[src/rtl/booth_r4_sequencer_if.sv]
// Accumulator-side bus of the Booth multiplier: partial-product drive from the
// sequencer (master) and the running result back from the accumulator (slave).
interface booth_r4_sequencer_if #(
  parameter int OPW = 8
);
  logic [OPW:0]     md;
  logic             cla_sub;
  logic             load;
  logic [2*OPW-1:0] acc_res;

  modport master (
    output md,
    output cla_sub,
    output load,
    input  acc_res
  );

  modport slave (
    input  md,
    input  cla_sub,
    input  load,
    output acc_res
  );
endinterface

[src/rtl/booth_r4_sequencer.sv]
// Radix-4 Booth recoder and control FSM for the 8x8 signed accumulator multiplier:
// one recoding step per cycle, result captured from the accumulator at the end.
//
// state | meaning
// IDLE  | waiting for start, accumulator bus quiet
// LOAD  | accumulator cleared at the next edge
// ITER  | one Booth digit per cycle, multiplier shifted right by 2
// CAPT  | accumulator result registered as product, done pulsed
module booth_r4_sequencer #(
  parameter int OPW = 8
) (
  input  logic                 clk,
  input  logic                 rst,
  input  logic                 start,
  input  logic [OPW-1:0]       mcand,
  input  logic [OPW-1:0]       mplr,
  booth_r4_sequencer_if.master acc,
  output logic                 busy,
  output logic                 done,
  output logic [2*OPW-1:0]     product
);
  localparam int N_ITER = OPW / 2;
  localparam logic [1:0] CNT_LAST = 2'(N_ITER - 1);

  localparam logic [1:0] IDLE = 2'd0;
  localparam logic [1:0] LOAD = 2'd1;
  localparam logic [1:0] ITER = 2'd2;
  localparam logic [1:0] CAPT = 2'd3;

  logic [1:0]       state_q, state_d;
  logic [OPW-1:0]   mc_q, mc_d;
  logic [OPW:0]     q_q, q_d;
  logic [1:0]       cnt_q, cnt_d;
  logic             busy_q, busy_d;
  logic             done_q, done_d;
  logic [2*OPW-1:0] product_q, product_d;

  logic [OPW:0]     md_c;
  logic             sub_c;
  logic             load_c;

  always_comb begin
    state_d   = state_q;
    mc_d      = mc_q;
    q_d       = q_q;
    cnt_d     = cnt_q;
    busy_d    = busy_q;
    done_d    = 1'b0;
    product_d = product_q;
    md_c      = '0;
    sub_c     = 1'b0;
    load_c    = 1'b0;
    case (state_q)
      IDLE: begin
        if (start) begin
          mc_d    = mcand;
          q_d     = {mplr, 1'b0};
          busy_d  = 1'b1;
          state_d = LOAD;
        end
      end
      LOAD: begin
        load_c  = 1'b1;
        cnt_d   = 2'd0;
        state_d = ITER;
      end
      ITER: begin
        // Digit taken from {q[2i+1], q[2i], q[2i-1]}; 2M is a plain left shift,
        // which still fits 9 bits for M = -128.
        case (q_q[2:0])
          3'b001, 3'b010: md_c = {mc_q[OPW-1], mc_q};
          3'b011:         md_c = {mc_q, 1'b0};
          3'b100: begin
            md_c  = {mc_q, 1'b0};
            sub_c = 1'b1;
          end
          3'b101, 3'b110: begin
            md_c  = {mc_q[OPW-1], mc_q};
            sub_c = 1'b1;
          end
          default: begin
            md_c  = '0;
            sub_c = 1'b0;
          end
        endcase
        q_d   = {q_q[OPW], q_q[OPW], q_q[OPW:2]};
        cnt_d = cnt_q + 2'd1;
        if (cnt_q == CNT_LAST) state_d = CAPT;
      end
      CAPT: begin
        product_d = acc.acc_res;
        done_d    = 1'b1;
        busy_d    = 1'b0;
        state_d   = IDLE;
      end
      default: state_d = IDLE;
    endcase
  end

  always_ff @(posedge clk or negedge rst) begin
    if (!rst) begin
      state_q   <= IDLE;
      mc_q      <= '0;
      q_q       <= '0;
      cnt_q     <= '0;
      busy_q    <= 1'b0;
      done_q    <= 1'b0;
      product_q <= '0;
    end else begin
      state_q   <= state_d;
      mc_q      <= mc_d;
      q_q       <= q_d;
      cnt_q     <= cnt_d;
      busy_q    <= busy_d;
      done_q    <= done_d;
      product_q <= product_d;
    end
  end

  assign acc.md      = md_c;
  assign acc.cla_sub = sub_c;
  assign acc.load    = load_c;
  assign busy        = busy_q;
  assign done        = done_q;
  assign product     = product_q;
endmodule

[src/flat_wrapper.sv]
// flat-port wrapper written by rule: the top's interface ports become plain ports
module booth_r4_sequencer_flat 
#(
  parameter int OPW = 8
)
  (clk, rst, start, mcand, mplr, busy, done, product, acc_md, acc_cla_sub, acc_load, acc_acc_res);
  booth_r4_sequencer_if #(.OPW(OPW)) acc_i ();
  input  logic clk;
  input  logic rst;
  input  logic start;
  input  logic [OPW-1:0] mcand;
  input  logic [OPW-1:0] mplr;
  output logic busy;
  output logic done;
  output logic [2*OPW-1:0] product;
  output wire logic [$bits(acc_i.md)-1:0] acc_md;
  output wire logic [$bits(acc_i.cla_sub)-1:0] acc_cla_sub;
  output wire logic [$bits(acc_i.load)-1:0] acc_load;
  input wire logic [$bits(acc_i.acc_res)-1:0] acc_acc_res;
  assign acc_md = acc_i.md;
  assign acc_cla_sub = acc_i.cla_sub;
  assign acc_load = acc_i.load;
  assign acc_i.acc_res = acc_acc_res;
  booth_r4_sequencer #(.OPW(OPW)) u_core (.clk(clk), .rst(rst), .start(start), .mcand(mcand), .mplr(mplr), .acc(acc_i), .busy(busy), .done(done), .product(product));
endmodule
[config.mk]
export PLATFORM = sky130hd
export DESIGN_NAME = booth_r4_sequencer_flat
export DESIGN_NICKNAME = d
export VERILOG_FILES = /design/src/rtl/booth_r4_sequencer_if.sv /design/src/rtl/booth_r4_sequencer.sv /design/src/flat_wrapper.sv
export SDC_FILE = /design/constraint.sdc
export NUM_CORES = 1
export LEC_CHECK = 0
export CAP_MARGIN = 20
export CELL_PAD_IN_SITES_DETAIL_PLACEMENT = 1
export CELL_PAD_IN_SITES_GLOBAL_PLACEMENT = 2
export CORE_ASPECT_RATIO = 1.25
export CORE_MARGIN = 4
export CORE_UTILIZATION = 29
export CTS_CLUSTER_DIAMETER = 30
export DETAILED_ROUTE_END_ITERATION = 10
export PLACE_DENSITY = 0.77
export SLEW_MARGIN = 20
export SYNTH_ARGS = -nofsm -noshare
export SYNTH_HDL_FRONTEND = slang
export SYNTH_SLANG_ARGS = --single-unit
[constraint.sdc]
create_clock -name clk -period 2.05 [get_ports clk]
set_clock_uncertainty 0.2 [all_clocks]
set_input_delay 0.41 -clock clk [delete_from_list [all_inputs] [get_ports clk]]
set_output_delay 0.41 -clock clk [all_outputs]
set_load 0.02 [all_outputs]
==> results_dict.tcl, run 1 <==
set metrics [dict create \
    status "complete, but fails checks" \
    violations "setup timing" \
    area_delta_synth_final_pct 55.3 \
    antenna_found_initial 0 \
    num_rows 32 \
    die_y_um 99.1 \
    synth_largest_area_cell "dfrtp_1" \
    cts_made_buffers 5 \
    finalPower_mw 5.00 \
    cp-start-kind "register" \
    h-tree-depth 2 \
    crit_chain "inv_2, ha_4, mux2i_4, nor2b_2, buf_6, a22o_1, buf_6" \
    slowest_delay_ns 0.40 \
    yosysWarnings 0 \
    synth_ff_type "dfrtp_1" \
    drv_cap 0 \
    holdCritPathClass "register to register" \
    rsz0062_at_grt "yes" \
    met2_usage_pct 21.4 \
    initial_core_util_pct 30.4 \
    arrival_ns 1.64 \
    critPathTopFamily "flip-flops" \
    grt_usage_pct 12.9 \
    clk_path_buf_depth 2 \
    synth.distinct_cells 27 \
    cts_root_buf "clkbuf_8" \
    worst_pin_slew_ns 0.416 \
    wire_per_inst_um 14.7 \
    timing.setup.tns_ns -1.51 \
    avgSynthCellArea_um2 12.6 \
    slowest_stage "dfrtp_1" \
    grt_first_pass_wirelength_um 8190 \
    coreArea_mm2 0.00633 \
    crit_top_cell "buf_6" \
    ys_seq_elements 39 \
    dieArea_mm2 0.00802 \
    wl_um 4740 \
    cts_tree "yes" \
    clock-sinks 39 \
    post-place-cells 309 \
    synth_most_common_cell "dfrtp_1" \
    hpwl_um 3600 \
    period_minus_slack_ns 2.25 \
    crit_path_end_kind "output port" \
    grt.overflow.total 0 \
    portBuffers 63 \
    p_leak_nw 1.28 \
    ys_seq_area_share_pct 50.7 \
    synth_fp_nets 198 \
    drc 0 \
    grt_util_met1_pct 16.0 \
    synth_cells 153 \
    setup_viol 8 \
    drv_slew 0 \
    layout-drive-gt1-share_pct 34.9 \
    grt_max_degree 19 \
    synthArstFlopShare_pct 100 \
    fp.dieW_um 80.9 \
    critical_path_buf_inv_count 3 \
    fmax_mhz 444 \
    cp.required_ns 1.44 \
    num_vias 1490 \
    fin_nets 282 \
    hold_violations 0 \
    p_per_area_mw_per_mm2 1670 \
    path_clk_slew_ns 0.07 \
    grt.met3_usage_pct 4.53 \
    fin_util_pct 47.3 \
    grt_pass1_vias 1694 \
    cp_max_fo 5 \
    post-route-period-util_pct 110 \
    via_per_inst 4.61 \
    hold_ws_ns 0.308 \
    synth_area_mm2 0.00193 \
    peakVddDrop_mv 0.860 \
    instances_no_fill 323 \
    diodes 0 \
    synth.top_cell.area_share_pct 50.7 \
    top_usage_layer "met2" \
    clk_latency_ns 0.28 \
    synth.area.top_cells "dfrtp_1 (51%), mux2_2 (14%), ha_1 (6.5%)" \
    synth-edff-count 0 \
    firstDrtPassIters 4 \
    detail-route-antenna-nets 0 \
    gp_congestion 0.730 \
    ios 64 \
    setup_ws_ns -0.201 \
    synth_commonest_cells "dfrtp_1 (39), mux2_2 (24), o22ai_1 (14)" \
    maxSlewHeadroom_pct 72.2 \
    drt_iter0_markers 54 \
    path_class "register to output port" \
]
timing repair:
item,CTS,global route
buffers inserted,5,0
endpoints found under the hold margin,16,0
resized for setup,77,7
setup endpoints to repair,11,18
hold buffers,1,0
pin swaps,1,5
area by class of cell:
class | count | area, um2
repair buffers | 87 | 836
clock buffers | 6 | 82.6
fillers | 707 | 3340
clock inverters | 2 | 35.0
flip-flops and latches | 39 | 976
well taps | 85 | 106
inverters | 9 | 33.8
multi-input cells | 95 | 921
stage by stage:
stage / setup slack (ns) / instance area (um2)
2_1_floorplan: 0.0845 / 1930
3_3_place_gp: -0.509 / 2720
3_5_place_dp: -0.575 / 2720
4_1_cts: -0.202 / 2970
5_1_grt: -0.268 / 2990
6_report: -0.201 / 2990
layout by cell type (no fill, tap or decap):
cell and n:
clkdlybuf4s50_1 51, dfrtp_1 39, mux2_2 24, buf_4 20, o22ai_1 14, buf_6 12, a21oi_1 8, inv_1 7
a22o_1 7, mux2_1 7, ha_1 6, clkbuf_8 6, o21ai_0 4, nand2_1 3, ha_4 3, inv_2 2
nand3_1 2, nand2b_1 2, nand2_2 2, mux2i_4 1, nor2b_2 1, and2_2 1, and3_4 1, o311a_4 1
a21boi_4 1, o22a_1 1, nand2b_2 1, a32o_1 1, mux2i_1 1, o2bb2ai_1 1, mux2_4 1, ha_2 1
clkinv_2 1, bufinv_16 1, dlygate4sd3_1 1, buf_2 1, clkbuf_2 1, buf_12 1
layer usage:
metal	up-vias	wire length (um)
met2	45	2450
met1	725	1890
met5	-	0
met3	2	369
li1	718	-
met4	0	25
registers in the layout, indices dropped and copies added, names as in the netlist:
| register | cells |
|---|---|
| u_core.cnt_q | 2 |
| u_core.state_q | 2 |
| u_core.busy | 1 |
| u_core.mc_q | 8 |
| u_core.done | 1 |
| u_core.q_q | 9 |
| u_core.product | 16 |
power breakdown:
part | total, mW | switching [mW] | internal (mW)
combinational | 2.92 | 1.33 | 1.59
clock | 0.653 | 0.259 | 0.394
sequential | 1.43 | 0.261 | 1.17
total | 5.00 | 1.85 | 3.16
final timing paths:
| kind | startpoint | to | slack, ns | cells after the start |
|---|---|---|---|---|
| hold / removal | u_core.product[12] | u_core.product[12] | 0.31 | 1 |
| hold reg to reg | u_core.product[12] | u_core.product[12] | 0.31 | 1 |
| setup / recovery | u_core.q_q[0] | acc_md[7] | -0.20 | 7 |
| max in group asynchronous | rst | u_core.product[3] | 0.74 | 3 |
| min in group asynchronous | rst | u_core.product[0] | 0.39 | 2 |
| setup reg to reg | u_core.state_q[0] | u_core.q_q[4] | 0.16 | 7 |
kinds of logic (layout without fill, tap and decap cells):
logic type,after synthesis,count (layout),synth area share (%)
AND/OR/NAND/NOR,13,13,3.70
multiplexers,34,34,19.9
adder cells (fa/ha/maj),10,10,6.50
flip-flops,39,39,50.7
buffers and inverters,19,104,5.33
AO/OA/AOI/OAI,38,38,13.8
Note: power is estimated with default switching activity, not from simulation.
==> run 2: changes to the inputs <==
--- a/config.mk
+++ b/config.mk
@@ -6,14 +6,13 @@
 export NUM_CORES = 1
 export LEC_CHECK = 0
 export CAP_MARGIN = 20
-export CELL_PAD_IN_SITES_DETAIL_PLACEMENT = 1
-export CELL_PAD_IN_SITES_GLOBAL_PLACEMENT = 2
 export CORE_ASPECT_RATIO = 1.25
 export CORE_MARGIN = 4
-export CORE_UTILIZATION = 29
+export CORE_UTILIZATION = 40
+export CTS_BUF_LIST = sky130_fd_sc_hd__clkbuf_16
 export CTS_CLUSTER_DIAMETER = 30
 export DETAILED_ROUTE_END_ITERATION = 10
-export PLACE_DENSITY = 0.77
+export PLACE_DENSITY = 0.69
 export SLEW_MARGIN = 20
 export SYNTH_ARGS = -nofsm -noshare
 export SYNTH_HDL_FRONTEND = slang
==> results_dict.tcl, run 2 (synthesized netlist as in run 1, its figures left out) <==
set metrics [dict create \
    setup_viol 8 \
    die_y_um 85.6 \
    clk_latency_ns 0.27 \
    instances_no_fill 295 \
    drv_cap 0 \
    fp.dieW_um 70.1 \
    path_clk_slew_ns 0.05 \
    grt_first_pass_wirelength_um 7740 \
    clk_path_buf_depth 2 \
    drc 0 \
    diodes 0 \
    cts-hold-fix-buffers 0 \
    firstDrtPassIters 4 \
    gp_congestion 0.749 \
    crit_path_end_kind "output port" \
    p_per_area_mw_per_mm2 1710 \
    num_rows 27 \
    cts_made_buffers 5 \
    fin_util_pct 65.8 \
    dieArea_mm2 0.00599 \
    nFillCells 368 \
    cp.required_ns 1.44 \
    detail-route-antenna-nets 0 \
    area_delta_synth_final_pct 54.6 \
    layout_commonest_cell "clkdlybuf4s50_1" \
    portBuffers 63 \
    maxSlewHeadroom_pct 66.2 \
    h-tree-depth 2 \
    layout-drive-gt1-share_pct 34.2 \
    timing.setup.tns_ns -1.42 \
    fmax_mhz 434 \
    cts_root_buf "clkbuf_16" \
    finalPower_mw 5.09 \
    p_leak_nw 1.30 \
    holdCritPathClass "primary input to async pin" \
    hpwl_um 3290 \
    antenna_found_initial 0 \
    reg2regPathDepth 7 \
    peakVddDrop_mv 0.975 \
    grt.overflow.total 0 \
    path_class "register to output port" \
    clock-sinks 39 \
    coreArea_mm2 0.00453 \
    drt_iter0_markers 71 \
    initial_core_util_pct 42.5 \
    ios 64 \
    via_per_inst 5.15 \
    grt_max_degree 40 \
    violations "hold timing, setup timing" \
    fin_nets 281 \
    period_minus_slack_ns 2.30 \
    cp-start-kind "register" \
    arrival_ns 1.69 \
    worst_pin_slew_ns 0.507 \
    post-place-cells 280 \
    hold_ws_ns -0.0158 \
    status "complete, but fails checks" \
    drv_slew 0 \
    wire_per_inst_um 15.5 \
    rsz0062_at_grt "yes" \
    wl_um 4570 \
    num_vias 1520 \
    grt_pass1_vias 1657 \
    largest_register_ffs 16 \
    post-route-period-util_pct 112 \
    cts_tree "yes" \
    grt_usage_pct 16.2 \
    final_cell_mix "clkdlybuf4s50_1 (51), dfrtp_1 (39), mux2_2 (24)" \
    hold_violations 19 \
    setup_ws_ns -0.253 \
    cp_max_fo 4 \
]
## run 2: through the flow
step / worst slack [ns] / instance area, um2
2_1_floorplan: 0.0845 / 1930
3_3_place_gp: -0.446 / 2680
3_5_place_dp: -0.524 / 2680
4_1_cts: -0.315 / 2920
5_1_grt: -0.335 / 2980
6_report: -0.253 / 2980
## run 2: cell type report
type	count	area, um2	share of cell area [%]
multi-input cells	95	937	31.5
clock buffers	5	125	4.20
inverters	9	33.8	1.13
repair buffers	86	821	27.6
clock inverters	3	12.5	0.420
well taps	58	72.6	2.44
flip-flops and latches	39	976	32.8
## run 2: metal layers
metal  track usage (%)  vias up  part of all wire, %
met3              7.15        6                  8.2
met1              17.0      743                   38
li1                  -      719                    -
met2              28.9       52                   53
met4              5.23        0                  1.5
met5                 0        -                    0
## run 2: final timing paths
kind	slack, ns	startpoint	end
hold / removal	-0.02	rst	u_core.product[14]
max in group asynchronous	1.31	rst	u_core.cnt_q[1]
min in group clk	0.30	u_core.product[15]	u_core.product[15]
setup / recovery	-0.25	u_core.q_q[1]	acc_md[5]
setup reg to reg	0.15	u_core.state_q[0]	u_core.q_q[3]
hold reg to reg	0.30	u_core.product[15]	u_core.product[15]
## run 2: repair_timing
item	4_1_cts	5_1_grt
resized for setup	73	13
endpoints found under the setup margin	11	17
pin swaps	10	2
setup buffers	7	2
## run 2: critical path: stages, from the launching register on
cell and delay, ns:
dfrtp_1 0.40, ha_2 0.21, mux2i_4 0.18, nor2b_4 0.07
buf_6 0.12, buf_6 0.10, a22o_1 0.21, buf_6 0.13
## run 2: report_power, final
group          internal (mW)  total [mW]  switching (mW)  leakage, nW
Combinational           1.60        2.94            1.34        0.759
Clock                  0.439       0.717           0.278       0.0762
Sequential              1.17        1.43           0.263        0.463
==> run 3: changes to the inputs <==
--- a/config.mk
+++ b/config.mk
@@ -6,7 +6,7 @@
 export NUM_CORES = 1
 export LEC_CHECK = 0
 export CAP_MARGIN = 20
-export CORE_ASPECT_RATIO = 1.25
+export CORE_ASPECT_RATIO = 0.7
 export CORE_MARGIN = 4
 export CORE_UTILIZATION = 40
 export CTS_BUF_LIST = sky130_fd_sc_hd__clkbuf_16
==> results_dict.tcl, run 3 (synthesized netlist as in run 1, its figures left out) <==
set metrics [dict create \
    num_rows 20 \
    finalPower_mw 5.00 \
    grt_pass1_vias 1628 \
    period_minus_slack_ns 2.25 \
    gp_congestion 0.791 \
    path_clk_slew_ns 0.05 \
    post-place-ws_ns -0.523 \
    holdCritPathClass "primary input to async pin" \
    drc 0 \
    instances_no_fill 289 \
    setup_ws_ns -0.202 \
    wl_um 4430 \
    violations "hold timing, setup timing" \
    p_leak_nw 1.28 \
    dieArea_mm2 0.00601 \
    status "complete, but fails checks" \
    detail-route-antenna-nets 0 \
    rsz0062_at_grt "yes" \
    ios 64 \
    hpwl_um 3270 \
    cts_root_buf "clkbuf_16" \
    post-place-cells 274 \
    layout_commonest_cell "clkdlybuf4s50_1" \
    h-tree-depth 2 \
    crit_path_end_kind "output port" \
    fp.dieW_um 90.9 \
    layout-drive-gt1-share_pct 32.9 \
    num_vias 1481 \
    cts_made_buffers 5 \
    post-route-cell-area_mm2 0.00293 \
    cp.required_ns 1.44 \
    die_y_um 66.1 \
    clk_path_buf_depth 2 \
    grt.overflow.total 0 \
    clk_latency_ns 0.27 \
    coreArea_mm2 0.00448 \
    grt_usage_pct 15.6 \
    initial_core_util_pct 43.0 \
    area_delta_synth_final_pct 52.2 \
    grt_first_pass_wirelength_um 7530 \
    hold_ws_ns -0.0215 \
    antenna_found_initial 0 \
    peakVddDrop_mv 0.845 \
    cp_max_fo 6 \
    firstDrtPassIters 4 \
    hold_violations 39 \
    post-route-period-util_pct 110 \
    diodes 0 \
    cp-start-kind "register" \
    timing.setup.tns_ns -1.08 \
    arrival_ns 1.64 \
    drv_slew 0 \
    path_class "register to output port" \
    cts-hold-fix-buffers 0 \
    setup_viol 8 \
    worst_pin_slew_ns 0.481 \
    drt_iter0_markers 76 \
    clock-sinks 39 \
    fin_util_pct 65.4 \
    placed_cell_area_mm2 0.00265 \
    maxSlewHeadroom_pct 67.9 \
    fin_nets 278 \
    p_per_area_mw_per_mm2 1700 \
    portBuffers 63 \
    fmax_mhz 444 \
    largest_register_ffs 16 \
    final_cell_mix "clkdlybuf4s50_1 (51), dfrtp_1 (39), mux2_2 (24)" \
    grt_max_degree 40 \
    cts_tree "yes" \
    wire_per_inst_um 15.3 \
    via_per_inst 5.12 \
    drv_cap 0 \
]
-- run 3: where the power goes --
group / internal, mW / switching (mW) / total, mW
sequential: 1.17 / 0.279 / 1.45
combinational: 1.54 / 1.30 / 2.84
clock: 0.438 / 0.264 / 0.702
total: 3.15 / 1.85 / 5.00
-- run 3: timing repair --
| item | in CTS | in global routing |
|---|---|---|
| pin swaps | 8 | 2 |
| setup buffers | 7 | 3 |
| endpoints found under the setup margin | 11 | 11 |
| gates resized for setup | 70 | 10 |
-- run 3: routing by layer --
metal | vias to the layer above | track usage, % | share of wire (%)
met1 | 723 | 18.8 | 45
met5 | - | 0 | 0
li1 | 710 | - | -
met2 | 44 | 27.5 | 48
met3 | 4 | 5.69 | 6.9
met4 | 0 | 2.26 | 0.61
-- run 3: cell type report --
type                            count  area (um2)
Tap cell                           55        68.8
Clock buffer                        5         125
Clock inverter                      3        12.5
Fill cell                         336        1550
Sequential cell                    39         976
Multi-Input combinational cell     95         925
Timing Repair Buffer               83         791
Inverter                            9        33.8
-- run 3: final timing paths --
check,startpoint,to,slack (ns),cells past startpoint
worst max-delay path,u_core.q_q[0],acc_md[6],-0.20,7
worst min-delay path,rst,u_core.q_q[3],-0.02,2
worst max register to register,u_core.state_q[0],u_core.q_q[7],0.15,7
worst min register to register,u_core.product[14],u_core.product[14],0.30,1
max in group asynchronous,rst,u_core.mc_q[5],1.33,2
min in group clk,u_core.product[14],u_core.product[14],0.30,1
-- run 3: worst max-delay path, cell delays in order (launching register included) --
cell and delay [ns]:
dfrtp_1 0.40, inv_2 0.07, ha_4 0.17, mux2i_4 0.17, nor2b_4 0.08, buf_6 0.12
a22o_1 0.23, buf_6 0.13
